**src/rtl/register_file_if.sv**
```systemverilog
// register_file_if: decode/writeback side of the RV32I register file.
//   write      - write-port enable
//   rd         - write-port register index
//   reg_write  - write data
//   rs1, rs2   - read-port register indices
//   reg1, reg2 - read-port data (combinational from rs1/rs2)
// master: the core driving indices and write data. slave: the register file.
interface register_file_if #(
    parameter int DATA_WIDTH = 32,
    parameter int ADDR_WIDTH = 5
);
    logic                  write;
    logic [ADDR_WIDTH-1:0] rd;
    logic [DATA_WIDTH-1:0] reg_write;
    logic [ADDR_WIDTH-1:0] rs1;
    logic [ADDR_WIDTH-1:0] rs2;
    logic [DATA_WIDTH-1:0] reg1;
    logic [DATA_WIDTH-1:0] reg2;

    modport master (
        output write, rd, reg_write, rs1, rs2,
        input  reg1, reg2
    );

    modport slave (
        input  write, rd, reg_write, rs1, rs2,
        output reg1, reg2
    );
endinterface

```
**src/rtl/register_file.sv**
```systemverilog
// register_file: 2**ADDR_WIDTH x DATA_WIDTH general-purpose registers.
//   clk  - system clock, writes commit on the rising edge
//   rst  - asynchronous active-low reset, clears every register
//   bus  - register_file_if.slave: one synchronous write port
//          (write/rd/reg_write), two combinational read ports
//          (rs1->reg1, rs2->reg2)
// x0 reads as zero and ignores writes. There is no write-to-read bypass:
// a read of the register being written shows the old value until the edge.
module register_file #(
    parameter int DATA_WIDTH = 32,
    parameter int ADDR_WIDTH = 5
) (
    input  logic            clk,
    input  logic            rst,
    register_file_if.slave  bus
);
    localparam int DEPTH = 2 ** ADDR_WIDTH;

    logic [DEPTH-1:0][DATA_WIDTH-1:0] regs_q;
    logic [DEPTH-1:0][DATA_WIDTH-1:0] regs_d;

    // Write decode. Entry 0 is never loaded, so it stays at its reset value.
    always_comb begin
        regs_d = regs_q;
        if (bus.write && (bus.rd != '0)) begin
            regs_d[bus.rd] = bus.reg_write;
        end
    end

    // Reset clears the array asynchronously; a write pending in the same
    // cycle is lost because the flops are held in reset through the edge.
    always_ff @(posedge clk or negedge rst) begin
        if (!rst) begin
            regs_q <= '0;
        end else begin
            regs_q <= regs_d;
        end
    end

    // Address 0 is forced to zero on the read side as well, so x0 reads zero
    // independent of the storage contents.
    assign bus.reg1 = (bus.rs1 == '0) ? '0 : regs_q[bus.rs1];
    assign bus.reg2 = (bus.rs2 == '0) ? '0 : regs_q[bus.rs2];
endmodule

```
**src/flat_wrapper.sv**
```systemverilog
// flat-port wrapper written by rule: the top's interface ports become plain ports
module register_file_flat 
#(
    parameter int DATA_WIDTH = 32,
    parameter int ADDR_WIDTH = 5
)
  (clk, rst, bus_write, bus_rd, bus_reg_write, bus_rs1, bus_rs2, bus_reg1, bus_reg2);
  register_file_if #(.DATA_WIDTH(DATA_WIDTH), .ADDR_WIDTH(ADDR_WIDTH)) bus_i ();
  input  logic clk;
  input  logic rst;
  input wire logic [$bits(bus_i.write)-1:0] bus_write;
  input wire logic [$bits(bus_i.rd)-1:0] bus_rd;
  input wire logic [$bits(bus_i.reg_write)-1:0] bus_reg_write;
  input wire logic [$bits(bus_i.rs1)-1:0] bus_rs1;
  input wire logic [$bits(bus_i.rs2)-1:0] bus_rs2;
  output wire logic [$bits(bus_i.reg1)-1:0] bus_reg1;
  output wire logic [$bits(bus_i.reg2)-1:0] bus_reg2;
  assign bus_i.write = bus_write;
  assign bus_i.rd = bus_rd;
  assign bus_i.reg_write = bus_reg_write;
  assign bus_i.rs1 = bus_rs1;
  assign bus_i.rs2 = bus_rs2;
  assign bus_reg1 = bus_i.reg1;
  assign bus_reg2 = bus_i.reg2;
  register_file #(.DATA_WIDTH(DATA_WIDTH), .ADDR_WIDTH(ADDR_WIDTH)) u_core (.clk(clk), .rst(rst), .bus(bus_i));
endmodule
```
**config.mk**
```make
export PLATFORM = sky130hd
export DESIGN_NAME = register_file_flat
export DESIGN_NICKNAME = d
export VERILOG_FILES = /design/src/rtl/register_file_if.sv /design/src/rtl/register_file.sv /design/src/flat_wrapper.sv
export SDC_FILE = /design/constraint.sdc
export NUM_CORES = 2
export LEC_CHECK = 0
export BUFFER_PORTS_ARGS = -buffer_cell sky130_fd_sc_hd__buf_4
export CORE_AREA = 2 2 317 319
export CTS_BUF_LIST = sky130_fd_sc_hd__clkbuf_4 sky130_fd_sc_hd__clkbuf_8 sky130_fd_sc_hd__clkbuf_16
export CTS_CLUSTER_DIAMETER = 60
export DETAILED_ROUTE_END_ITERATION = 8
export DIE_AREA = 0 0 319 321
export HOLD_SLACK_MARGIN = 0.02
export PLACE_DENSITY = 0.71
export SYNTH_ARGS = -nofsm -noshare
export SYNTH_HDL_FRONTEND = slang
export SYNTH_SLANG_ARGS = --single-unit
```
**constraint.sdc**
```tcl
create_clock -name clk -period 2.6 [get_ports clk]
set_input_delay 0.13 -clock clk [delete_from_list [all_inputs] [get_ports clk]]
set_output_delay 0.13 -clock clk [all_outputs]
set_load 0.03 [all_outputs]
```
==> results.yml <==
critical_path:
  reg2reg_slack_ns: 1.55
  r2r-end: "u_core.regs_q[764]$_DFFE_PN0P_"
  timing.critical_path.mode_cell: "mux4_2"
  cp-endpoint: "bus_reg1[28]"
  critPathBufInv: 1
  cp-start-kind: "flip-flop"
  end_kind: "primary output"
  reg2reg_depth: 3
  cp.depth: 5
  crit_family: "multiplexers"
  worstPathCellList: "mux4_2, mux4_2, o22ai_2, nor3_2, buf_6"
  cp_max_fo: 2
  criticalPathCategory: "flip-flop to primary output"
  crit_arrival_ns: 2.54
  critPathLaunch: "u_core.regs_q[764]$_DFFE_PN0P_"
  crit_path_max_incr_delay_ns: 0.50
  worstPathRequired_ns: 2.47
  critical-path-slowest-cell: "mux4_2"
  r2r-start: "u_core.regs_q[764]$_DFFE_PN0P_"
timing:
  rsz0062_at_grt: "yes"
  finalHoldViolations: 0
  max_slew_margin_pct: 31.6
  timing.final.crit_share_pct: 103
  max_freq_mhz: 375
  worst_slack_ns: -0.0668
  skew_ns: 0
  setup_violations: 9
  fin_crit_ns: 2.67
  drv_slew: 0
  tightest_slew_ns: 1.03
routing:
  drtIter0Drc: 4229
  drc: 0
  wirelength_mm: 174
  ant_nets: 0
  dr.pass1.iters: 6
  vias_per_cell: 7.04
  wl_per_cell_um: 33.3
  vias: 36700
cts:
  cts.htree.levels: 3
  cts_buffers: 114
  cts.path.max_buffers: 3
  clkLatencyLatePin_ns: 0.70
  cts_tree: "yes"
  clk_pin_slew_ns: 0.06
  cts_sinks: 1024
  cts_root_buf: "clkbuf_16"
floorplan:
  die_height_um: 321
  core_region_area_um2: 99300
  die_x_um: 319
  rows: 116
  ios: 114
  die_area_um2: 102000
  initial_core_util_pct: 54.6
synthesis:
  avgSynthCellArea_um2: 14.6
  synth.distinct_cells: 38
  synth.area.top_cells: "dfrtp_1 (47%), mux2_2 (21%), mux4_2 (15%)"
  yosys.area.top_type: "dfrtp_1"
  syn_area_um2: 54200
  yosysSeqAreaShare_pct: 47.3
  syn_inst: 3704
  syn_nets: 3754
  ys_seq_elements: 1024
  synth_top_area_share_pct: 47.3
  ys.warnings.count: 0
grt:
  grt_start_max_net_pins: 114
  track_usage_pct: 34.0
  grt_overflow: 0
  grt_first_pass_wirelength_mm: 256
  grt_pass1_vias: 37500
  antenna_found_initial: 2
placed_design:
  dp_hpwl_mm: 102
  pre_cts_ws_ns: 0.0766
  gp_congestion: 0.845
  io_buffers: 113
worst_hold_path:
  hold_path.class: "input pin to asynchronous set/reset pin"
finish:
  syn2layout_area_growth_pct: 17.6
  fin_nets: 3879
  largest_reg_flops: 1024
  drive_gt1_share_pct: 55.2
  reg_top3: "u_core.regs_q x1024"
  fillers: 7211
  largest_register: "u_core.regs_q"
power_and_ir_drop:
  vdd_ir_drop_max_v: 0.000654
  power_mw: 48.2
  leakagePower_nw: 28.0
  p_per_area_nw_per_um2: 756
flow_run:
  drv_cap: 0
outcome:
  outcome: "complete, but fails checks"
  violations: "setup timing"
## worst min-delay path by stage
stage                   start  cells past startpoint  slack (ns)                              end
floorplan                 rst                      0       -0.17     u_core.regs_q[0]$_DFFE_PN0P_
global placement          rst                      1        0.07   u_core.regs_q[599]$_DFFE_PN0P_
detailed placement        rst                      1        0.08   u_core.regs_q[599]$_DFFE_PN0P_
CTS                 bus_rd[0]                      5        0.13  u_core.regs_q[1016]$_DFFE_PN0P_
global route              rst                      3        0.17   u_core.regs_q[502]$_DFFE_PN0P_
finish                    rst                      3        0.16   u_core.regs_q[599]$_DFFE_PN0P_
## report_power, final
group | switching [mW] | leakage, nW | total, mW | internal [mW]
registers | 2.38 | 13.1 | 21.4 | 19.0
clock network | 6.76 | 1.91 | 16.3 | 9.50
logic | 4.41 | 13.0 | 10.6 | 6.17
total | 13.6 | 28.0 | 48.2 | 34.6
## cells in the mapped netlist
library cell	n
a22oi_1	94
mux2_2	1009
a21boi_0	1
buf_2	70
nand3_1	3
a31oi_1	15
nor3b_1	4
buf_6	11
nand2b_1	1
nand2_1	19
nor2b_1	40
a21oi_1	32
o22ai_1	46
a2111oi_0	31
a32o_1	1
mux2i_1	314
nor3_1	48
and3_1	2
nor2_1	19
and3b_1	1
and4_1	1
a22o_1	62
or3_1	2
or3b_2	3
buf_4	35
and2_1	5
o32ai_1	3
nand3b_1	6
a211oi_1	64
o221ai_1	31
nor2_2	1
mux4_2	369
clkbuf_1	251
or2_2	2
dfrtp_1	1024
buf_1	63
inv_1	2
nor4_1	19
## through the flow
stage               setup TNS, ns  hold slack [ns]  instance area, um^2  std cells  util (%)
floorplan                       0           -0.166                54200       3704         -
global placement          -0.0135           0.0729                58100       4939      58.5
detailed placement              0           0.0771                58100       4939      58.5
CTS                        -0.561            0.132                63300       5218      63.7
global route                -1.14            0.167                63700       5218      64.2
finish                     -0.292            0.158                63700       5220      64.2
## worst min-delay path: stages
cell and delay (ns):
dlygate4sd3_1 0.56, buf_8 0.28, buf_12 0.23
## placed cells by master, fill, tap and decap left out, types with 8 or more instances in the layout
cell type,instances
dfrtp_1,1024
mux2_2,1009
mux4_2,369
mux2i_1,314
buf_4,293
clkbuf_16,116
a22oi_1,94
buf_12,90
a22o_1,58
nor2b_1,36
a211oi_1,35
dlygate4sd3_1,33
o22ai_1,32
a21oi_1,32
o221ai_1,31
clkbuf_8,31
nor3_2,30
a211oi_2,29
a2111oi_4,26
clkbuf_4,26
buf_6,19
nor2_4,18
clkinv_2,18
nor4_1,17
a31oi_1,15
o22ai_2,11
nand2_4,11
nor3_4,10
nor3_1,8
## cell type report
type                    instances  area [um^2]  area share (%)
clock buffers                 172         3510            5.51
repair buffers                439         4600            7.23
well taps                    1298         1620            2.55
multi-input cells            2248        28000            44.0
diodes                          2         5.00         0.00785
flip-flops and latches       1024        25600            40.2
inverters                       2         7.51          0.0118
clock inverters                35          295           0.463
## per-layer routing
metal / track usage (%) / vias up / part of all wire, %
met5: 0 / - / 0
met4: 14.3 / 0 / 4.5
met3: 7.48 / 431 / 9.7
met2: 51.0 / 2038 / 45
met1: 48.5 / 19700 / 41
li1: - / 14600 / -
## logic make-up after synthesis
family | count (synthesis) | share of synthesized area [%]
multiplexers | 1692 | 42.1
flip-flops | 1024 | 47.3
buffers and inverters | 432 | 3.55
AO/OA/AOI/OAI | 380 | 5.27
AND/OR/NAND/NOR | 176 | 1.78
## timing repair
item,in CTS,in global routing
hold buffers,34,0
endpoints found under the hold margin,1955,0
buffers inserted,53,2
endpoints found under the setup margin,53,49
pin swaps,69,30
resized for setup,154,58
Note: power is estimated with default switching activity, not from simulation.
